===== config.mk =====
export PLATFORM = sky130hd
export DESIGN_NAME = rv_inst_encoder
export DESIGN_NICKNAME = d
export VERILOG_FILES = /design/src/rtl/rv_pkg.sv /design/src/rtl/rv_enc_pack.sv /design/src/rtl/rv_inst_encoder.sv
export SDC_FILE = /design/constraint.sdc
export NUM_CORES = 1
export LEC_CHECK = 0
export ABC_AREA = 1
export ABC_CLOCK_PERIOD_IN_PS = 5100
export CAP_MARGIN = 5
export CORE_MARGIN = 8
export CORE_UTILIZATION = 30
export DETAILED_ROUTE_END_ITERATION = 7
export GPL_ROUTABILITY_DRIVEN = 0
export HOLD_SLACK_MARGIN = 0.02
export SYNTH_ARGS = -nofsm -noshare
export SYNTH_HDL_FRONTEND = slang
export SYNTH_SLANG_ARGS = --single-unit

===== constraint.sdc =====
create_clock -name clk -period 5.1 [get_ports clk]
set_input_delay 1.275 -clock clk [delete_from_list [all_inputs] [get_ports clk]]
set_output_delay 1.275 -clock clk [all_outputs]
set_load 0.02 [all_outputs]

===== src/rtl/rv_pkg.sv =====
// rtl/rv_pkg.sv - RV32I format codes, opcodes and immediate limits shared by encoder and decoder
package rv_pkg;

    localparam logic [2:0] RTYPE = 3'd0;
    localparam logic [2:0] ITYPE = 3'd1;
    localparam logic [2:0] STYPE = 3'd2;
    localparam logic [2:0] BTYPE = 3'd3;
    localparam logic [2:0] UTYPE = 3'd4;
    localparam logic [2:0] JTYPE = 3'd5;

    localparam logic [6:0] OP_LUI    = 7'b0110111;
    localparam logic [6:0] OP_AUIPC  = 7'b0010111;
    localparam logic [6:0] OP_JAL    = 7'b1101111;
    localparam logic [6:0] OP_JALR   = 7'b1100111;
    localparam logic [6:0] OP_BRANCH = 7'b1100011;
    localparam logic [6:0] OP_LOAD   = 7'b0000011;
    localparam logic [6:0] OP_STORE  = 7'b0100011;
    localparam logic [6:0] OP_IMM    = 7'b0010011;
    localparam logic [6:0] OP_REG    = 7'b0110011;

    localparam int IMM12_MIN = -2048;
    localparam int IMM12_MAX = 2047;
    localparam int IMM_B_MIN = -4096;
    localparam int IMM_B_MAX = 4094;
    localparam int IMM_J_MIN = -1048576;
    localparam int IMM_J_MAX = 1048574;

    typedef struct packed {
        logic [31:0] inst;
        logic [31:0] addr;
    } enc_word_t;

    function automatic logic in_span(input logic [31:0] v, input int lo, input int hi);
        return ($signed(v) >= lo) && ($signed(v) <= hi);
    endfunction

endpackage


===== src/rtl/rv_enc_pack.sv =====
// rtl/rv_enc_pack.sv - combinational RV32I field packer; ENC_RANGE_CHECK_EN enables immediate range checks
module rv_enc_pack
    import rv_pkg::*;
(
    input  logic [2:0]  fmt,
    input  logic [6:0]  op,
    input  logic [2:0]  funct3,
    input  logic [6:0]  funct7,
    input  logic [4:0]  rd,
    input  logic [4:0]  rs1,
    input  logic [4:0]  rs2,
    input  logic [31:0] imm,
    output logic [31:0] inst,
    output logic        ok
);

    logic fmt_ok;
    logic range_ok;

    always_comb begin
        inst   = '0;
        fmt_ok = 1'b1;
        case (fmt)
            RTYPE:   inst = {funct7, rs2, rs1, funct3, rd, op};
            ITYPE:   inst = {imm[11:0], rs1, funct3, rd, op};
            STYPE:   inst = {imm[11:5], rs2, rs1, funct3, imm[4:0], op};
            BTYPE:   inst = {imm[12], imm[10:5], rs2, rs1, funct3, imm[4:1], imm[11], op};
            UTYPE:   inst = {imm[31:12], rd, op};
            JTYPE:   inst = {imm[20], imm[10:1], imm[11], imm[19:12], rd, op};
            default: fmt_ok = 1'b0;
        endcase
    end

`ifdef ENC_RANGE_CHECK_EN
    always_comb begin
        range_ok = 1'b1;
        case (fmt)
            ITYPE, STYPE: range_ok = in_span(imm, IMM12_MIN, IMM12_MAX);
            BTYPE:        range_ok = in_span(imm, IMM_B_MIN, IMM_B_MAX) && !imm[0];
            JTYPE:        range_ok = in_span(imm, IMM_J_MIN, IMM_J_MAX) && !imm[0];
            UTYPE:        range_ok = (imm[11:0] == 12'd0);
            default:      range_ok = 1'b1;
        endcase
    end
`else
    assign range_ok = 1'b1;
`endif

    assign ok = fmt_ok && range_ok;

endmodule


===== src/rtl/rv_inst_encoder.sv =====
// rtl/rv_inst_encoder.sv - streaming RV32I encoder with address tagging and output FIFO; honours ENC_RANGE_CHECK_EN
module rv_inst_encoder
    import rv_pkg::*;
#(
    parameter logic [31:0] BASE_ADDR  = 32'h0000_0000,
    parameter int          FIFO_DEPTH = 2
) (
    input  logic        clk,
    input  logic        rst_n,
    input  logic        in_valid,
    output logic        in_ready,
    input  logic [2:0]  in_fmt,
    input  logic [6:0]  in_op,
    input  logic [2:0]  in_funct3,
    input  logic [6:0]  in_funct7,
    input  logic [4:0]  in_rd,
    input  logic [4:0]  in_rs1,
    input  logic [4:0]  in_rs2,
    input  logic [31:0] in_imm,
    output logic        out_valid,
    input  logic        out_ready,
    output logic [31:0] out_inst,
    output logic [31:0] out_addr,
    input  logic        flush,
    output logic        err,
    input  logic        err_clr
);

    localparam int AW = $clog2(FIFO_DEPTH);

    enc_word_t   mem [FIFO_DEPTH];
    enc_word_t   head;
    logic [AW:0] wr_ptr;
    logic [AW:0] rd_ptr;
    logic [31:0] addr_cnt;
    logic [31:0] pack_inst;
    logic        pack_ok;
    logic        full;
    logic        empty;
    logic        accept;
    logic        push;
    logic        pop;
    logic        err_set;

    rv_enc_pack u_pack (
        .fmt    (in_fmt),
        .op     (in_op),
        .funct3 (in_funct3),
        .funct7 (in_funct7),
        .rd     (in_rd),
        .rs1    (in_rs1),
        .rs2    (in_rs2),
        .imm    (in_imm),
        .inst   (pack_inst),
        .ok     (pack_ok)
    );

    // Extra pointer MSB distinguishes full from empty when the index bits match.
    assign empty = (wr_ptr == rd_ptr);
    assign full  = (wr_ptr[AW] != rd_ptr[AW]) && (wr_ptr[AW-1:0] == rd_ptr[AW-1:0]);

    assign in_ready = rst_n && !full;
    assign accept   = in_valid && in_ready;
    assign push     = accept && pack_ok && !flush;
    assign err_set  = accept && !pack_ok && !flush;
    assign pop      = !empty && out_ready && !flush;

    assign head      = mem[rd_ptr[AW-1:0]];
    assign out_valid = !empty;
    assign out_inst  = out_valid ? head.inst : 32'h0;
    assign out_addr  = out_valid ? head.addr : 32'h0;

    always_ff @(posedge clk or negedge rst_n) begin
        if (!rst_n) begin
            wr_ptr   <= '0;
            rd_ptr   <= '0;
            addr_cnt <= BASE_ADDR;
            err      <= 1'b0;
        end else begin
            if (flush) begin
                wr_ptr   <= '0;
                rd_ptr   <= '0;
                addr_cnt <= BASE_ADDR;
            end else begin
                if (push) begin
                    wr_ptr   <= wr_ptr + 1'b1;
                    addr_cnt <= addr_cnt + 32'd4;
                end
                if (pop) begin
                    rd_ptr <= rd_ptr + 1'b1;
                end
            end
            // A new error wins over a simultaneous clear.
            if (err_set) begin
                err <= 1'b1;
            end else if (err_clr) begin
                err <= 1'b0;
            end
        end
    end

    always_ff @(posedge clk) begin
        if (push) begin
            mem[wr_ptr[AW-1:0]] <= '{inst: pack_inst, addr: addr_cnt};
        end
    end

endmodule


# Yosys cells after proc, flatten, opt, wreduce, memory -nomap -nowiden
# Memories as Yosys holds them, arrays and structs flattened.
# Cells that the tools add are included.
# totals
regBits	37
mem_bits_rw	128
input_bits	73
memories	1
# mem_list
memory	words	word_bits	rd	rd_clocked_by_memory_dff	write_ports	line_no	text
mem	2	64	1	0	1	rv_inst_encoder.sv:31	enc_word_t mem [FIFO_DEPTH];
# op_classes
n_addsub	3
eq_ne	8
mux	14
reduce_logical	18
# ops
op	n
$pmux W32 S6	1
$mux W32	4
$add A32 B3 Y32 const B	1
$logic_and A1 B1 Y1	9
$mux W2	4
$eq A3 B2 Y1 const B	2
$eq A3 B3 Y1 const B	2
$reduce_bool A2 Y1	3
$reduce_or A6 Y1	1
$mux W1	5
$add A2 B1 Y2 const B	2
$logic_not A1 Y1	4
$eq A3 B1 Y1 const B	1
$logic_not A3 Y1	1
$eq A2 B2 Y1	1
$eq A1 B1 Y1	1
$ne A1 B1 Y1	1

# Depth between registers and ports, before layout
# depth
word_depth	9
mapped_depth	10

# Cells and area by module
# Synthesis repeated with hierarchy kept, for this count alone.
# unflattened
cells_unflattened	811
hier_area_um2	7472.2
# modules_own_cells
mod	instances	cells_each	area_each_um2	seq_area_each_um2
rv_inst_encoder	1	683	6896.6	4599.4
rv_enc_pack	1	128	575.6	0.0

# Least setup slack after synthesis
# Ideal clock, no wire load.
# synth_timing
kind	input port to flip-flop
startpoint	input port in_fmt[1]
endpoint	memory mem[0][10] (netlist name), enable pin
setup_ns	0.482
t_arrival_ns	4.512
t_required_ns	4.618
slack_ns	0.106
cell_stages	6
path_cell_list	buf_2 nand2_1 inv_2 nor2_8 nand2_1 nor2_1
# synth_between
elab_chain_cells	7
# synth_rtl
element	line_no	text
start: declaration	rv_inst_encoder.sv:12	input logic [2:0] in_fmt,
$eq A3 B1 Y1 (tied with other cells)	rv_enc_pack.sv:23	case (fmt)
$reduce_or A6 Y1 (no source line) (*)	-	
$mux W1 (*)	rv_enc_pack.sv:23	
$logic_and A1 B1 Y1 (*) (2 in series)	rv_inst_encoder.sv:64	assign push = accept && pack_ok && !flush;
$mux W1 (*)	rv_inst_encoder.sv:103	if (push) begin
$mux W1 (not written as such) (*)	rv_inst_encoder.sv:104	mem[wr_ptr[AW-1:0]] <= '{inst: pack_inst, addr: addr_cnt};
end: declaration	rv_inst_encoder.sv:31	
# Every way passes the cells marked *; elsewhere a longest branch is shown, timed or not.

# Final worst setup path
# layout_timing
startpoint	register wr_ptr[0]
endpoint	output port out_inst[13]
# layout_between
elab_chain_cells	2
# layout_rtl
element	line_no	text
start: declaration	rv_inst_encoder.sv:33	logic [AW:0] wr_ptr;
start signal: assignment	rv_inst_encoder.sv:86	wr_ptr <= wr_ptr + 1'b1;
$eq A2 B2 Y1	rv_inst_encoder.sv:59	assign empty = (wr_ptr == rd_ptr);
$mux W32	rv_inst_encoder.sv:70	assign out_inst = out_valid ? head.inst : 32'h0;
end: declaration	rv_inst_encoder.sv:22	output logic [31:0] out_inst,
# Every way passes these cells.

==> flow_summary.toml <==
[clock_network]
htree_num_levels = 4
clk_path_buf_depth = 2
path_clk_slew_ns = 0.06
postCtsSetupRepairBufs = 0
cts-hold-fix-buffers = 0
cts_buffers = 17
ctsResizeCount = 0
cts_root_buf = "clkbuf_16"
clk_latency_ns = 0.43
numClockSinks = 159
cts_tree = "done"

[synth]
ys_seq_area_share_pct = 62.31
netlist_instances = 804
ys_types = 35
syn_area_per_cell_sq_um = 9.182
synth_warnings = 0
synth.cell_area_sq_um = 7382
synthArstFlopShare_pct = 22.01
synth-edff-count = 124
ys_seq_elements = 159
synth-main-ff-cell = "edfxtp_1"

[sta]
fin_skew_ns = 0.01519
hold_ws_ns = 0.5290
final_max_slew_viol_count = 0
rsz0062_at_grt = "no"
relSlewSlack_pct = 38.34
min_period_over_period_pct = 82.82
finalSetupTns_ns = 0
period_needed_ns = 4.224
timing.fmax_mhz = 236.8
hold_viol = 0
tightest_slew_ns = 0.9179
finalSetupViolations = 0
postLayoutSetupSlackWorst_ns = 0.8763

[worst_setup_path]
end_kind = "output port"
critical_path.slowest_cell = "clkdlybuf4s50_1"
slowest_delay_ns = 0.55
cp_cell_sequence = "inv_1 > nand2_1 > nand2_2 > nand2_1 > inv_2 > buf_4 > a21oi_1 > clkdlybuf4s50_1"
path_max_fanout = 35
crit_type = "flip-flop to output port"
required_ns = 3.83
crit_top_cell = "nand2_1"
start_kind = "flip-flop"
arrival_ns = 2.95

[layout]
multi_input_area_sq_um = 2454
layout_common_cells = "nand2_1, clkdlybuf4s50_1, edfxtp_1, nor2_1, a21oi_1"
mostFrequentLayoutCell = "nand2_1"
fin_cells = 1273
drive_above_1_share_pct = 5.479
final_util_pct = 39.78
diodes = 0
nets = 1010
area_growth_pct = 30.68
regArea_sq_um = 4601
final_cell_area_sq_um = 9647
fillers = 2430

[drt]
drc = 0
wirelength_microns = 20080
ant_nets = 0
post_drt_via_cell_ratio = 4.581
drt-pass1-iter-count = 5
wl_per_cell_microns = 15.77
drtIter0Drc = 548
num_vias = 5831

[placed_design]
port_buffers = 137
post-place-ws_ns = 1.264
post-dp-hpwl_microns = 13900
placed_cell_area_sq_um = 9079
dp.cells = 1241

[grt]
grt_usage_pct = 13.43
grt_max_degree = 65
grt-ovfl-total = 0
antenna_found_initial = 0
grt_pass1_vias = 5621
grt_pass1_wl_microns = 31790

[die]
die_h_microns = 172.9
initial_utilization_pct = 30.44
dieArea_sq_um = 29880
core_sq_um = 24250
io_pins = 140
row_count = 57
die_w_microns = 172.9

[power_and_ir_drop]
seqPwrFrac_pct = 46.4
swShare_pct = 24.62
p_switching_mw = 0.7539
pwr-share-clk_pct = 40.3
pwr_density_cell_nw_per_um2 = 317.4
ir_drop_uv = 199.4
finalPower_mw = 3.062
p_int_mw = 2.308
p_leak_nw = 3.636
power_frac_comb_pct = 13.3

[outcome]
status = "finished clean"

[job]
drv_cap = 0

[min_path]
hold_path.class = "flip-flop to flip-flop"
==> kinds of logic (layout without fill, tap and decap cells) <==
group	after synthesis	in the layout	share of synthesized area, %
other	1	2	0.05080
buffers and inverters	80	224	4.712
AO/OA/AOI/OAI	96	96	6.780
flip-flops	159	159	62.31
AND/OR/NAND/NOR	465	465	25.75
adder cells (fa/ha/maj)	1	1	0.1695
XOR/XNOR	2	2	0.2373
==> worst max-delay path, delay by kind of cell, from the launching register on <==
family / cells / cell delay [ns]
buffers and inverters: 4 / 1.62
DFF: 1 / 0.47
and+or+nand+nor: 3 / 0.30
AOI/OAI and AO/OA: 1 / 0.09
==> power groups by stage <==
stage | Combinational, mW | Sequential (mW) | Clock (mW)
global route | 0.445 | 1.42 | 1.30
CTS | 0.416 | 1.42 | 1.26
finish | 0.407 | 1.42 | 1.23
global placement | 0.411 | 1.45 | 0
detailed placement | 0.414 | 1.45 | 0
floorplan | 0.212 | 1.45 | 0
==> Yosys cell counts (2+ instances only) <==
cell	number	area [sq um]
clkbuf_1	20	75.07
a21oi_1	78	390.4
buf_6	4	45.04
nand3_1	50	250.2
o211ai_1	2	15.01
inv_2	4	15.01
o21ai_1	2	10.01
nand2_2	2	12.51
inv_1	41	153.9
nand4_1	11	68.82
dfrtp_1	35	875.8
nor3_1	3	15.01
nand2_1	313	1175
xor2_1	2	17.52
edfxtp_1	124	3724
nor2_1	80	300.3
buf_2	7	35.03
o21ai_0	8	40.04
buf_4	2	15.01
==> final timing paths <==
path,startpoint,end,slack (ns),cells after the start
max,wr_ptr[0],out_inst[13],0.88,8
min,err,err,0.53,2
max reg2reg,wr_ptr[0],mem[0][42],2.50,9
min reg2reg,err,err,0.53,2
max in group asynchronous,rst_n,rd_ptr[0],3.68,2
min in group asynchronous,rst_n,rd_ptr[1],1.05,2
==> metal layers <==
| layer | up-vias | global-route usage (%) | part of all wire (%) |
|---|---|---|---|
| met5 | - | 0 | 0 |
| met4 | 0 | 5.102 | 2.1 |
| met3 | 23 | 2.919 | 5.3 |
| met2 | 181 | 21.39 | 47 |
| met1 | 2702 | 17.65 | 46 |
| li1 | 2925 | - | - |
==> area by class of cell <==
| class | count | area share, % |
|---|---|---|
| flip-flops and latches | 159 | 47.69 |
| multi-input cells | 566 | 25.43 |
| repair buffers | 146 | 14.99 |
| clock buffers | 23 | 4.747 |
| well taps | 324 | 4.202 |
| inverters | 46 | 1.790 |
| clock inverters | 9 | 1.141 |
==> sequential cells by signal, summed over array words and instances (netlist names) <==
signal    count
mem         124
addr_cnt     30
rd_ptr        2
wr_ptr        2
err           1
Note: power is estimated with default switching activity, not from simulation.
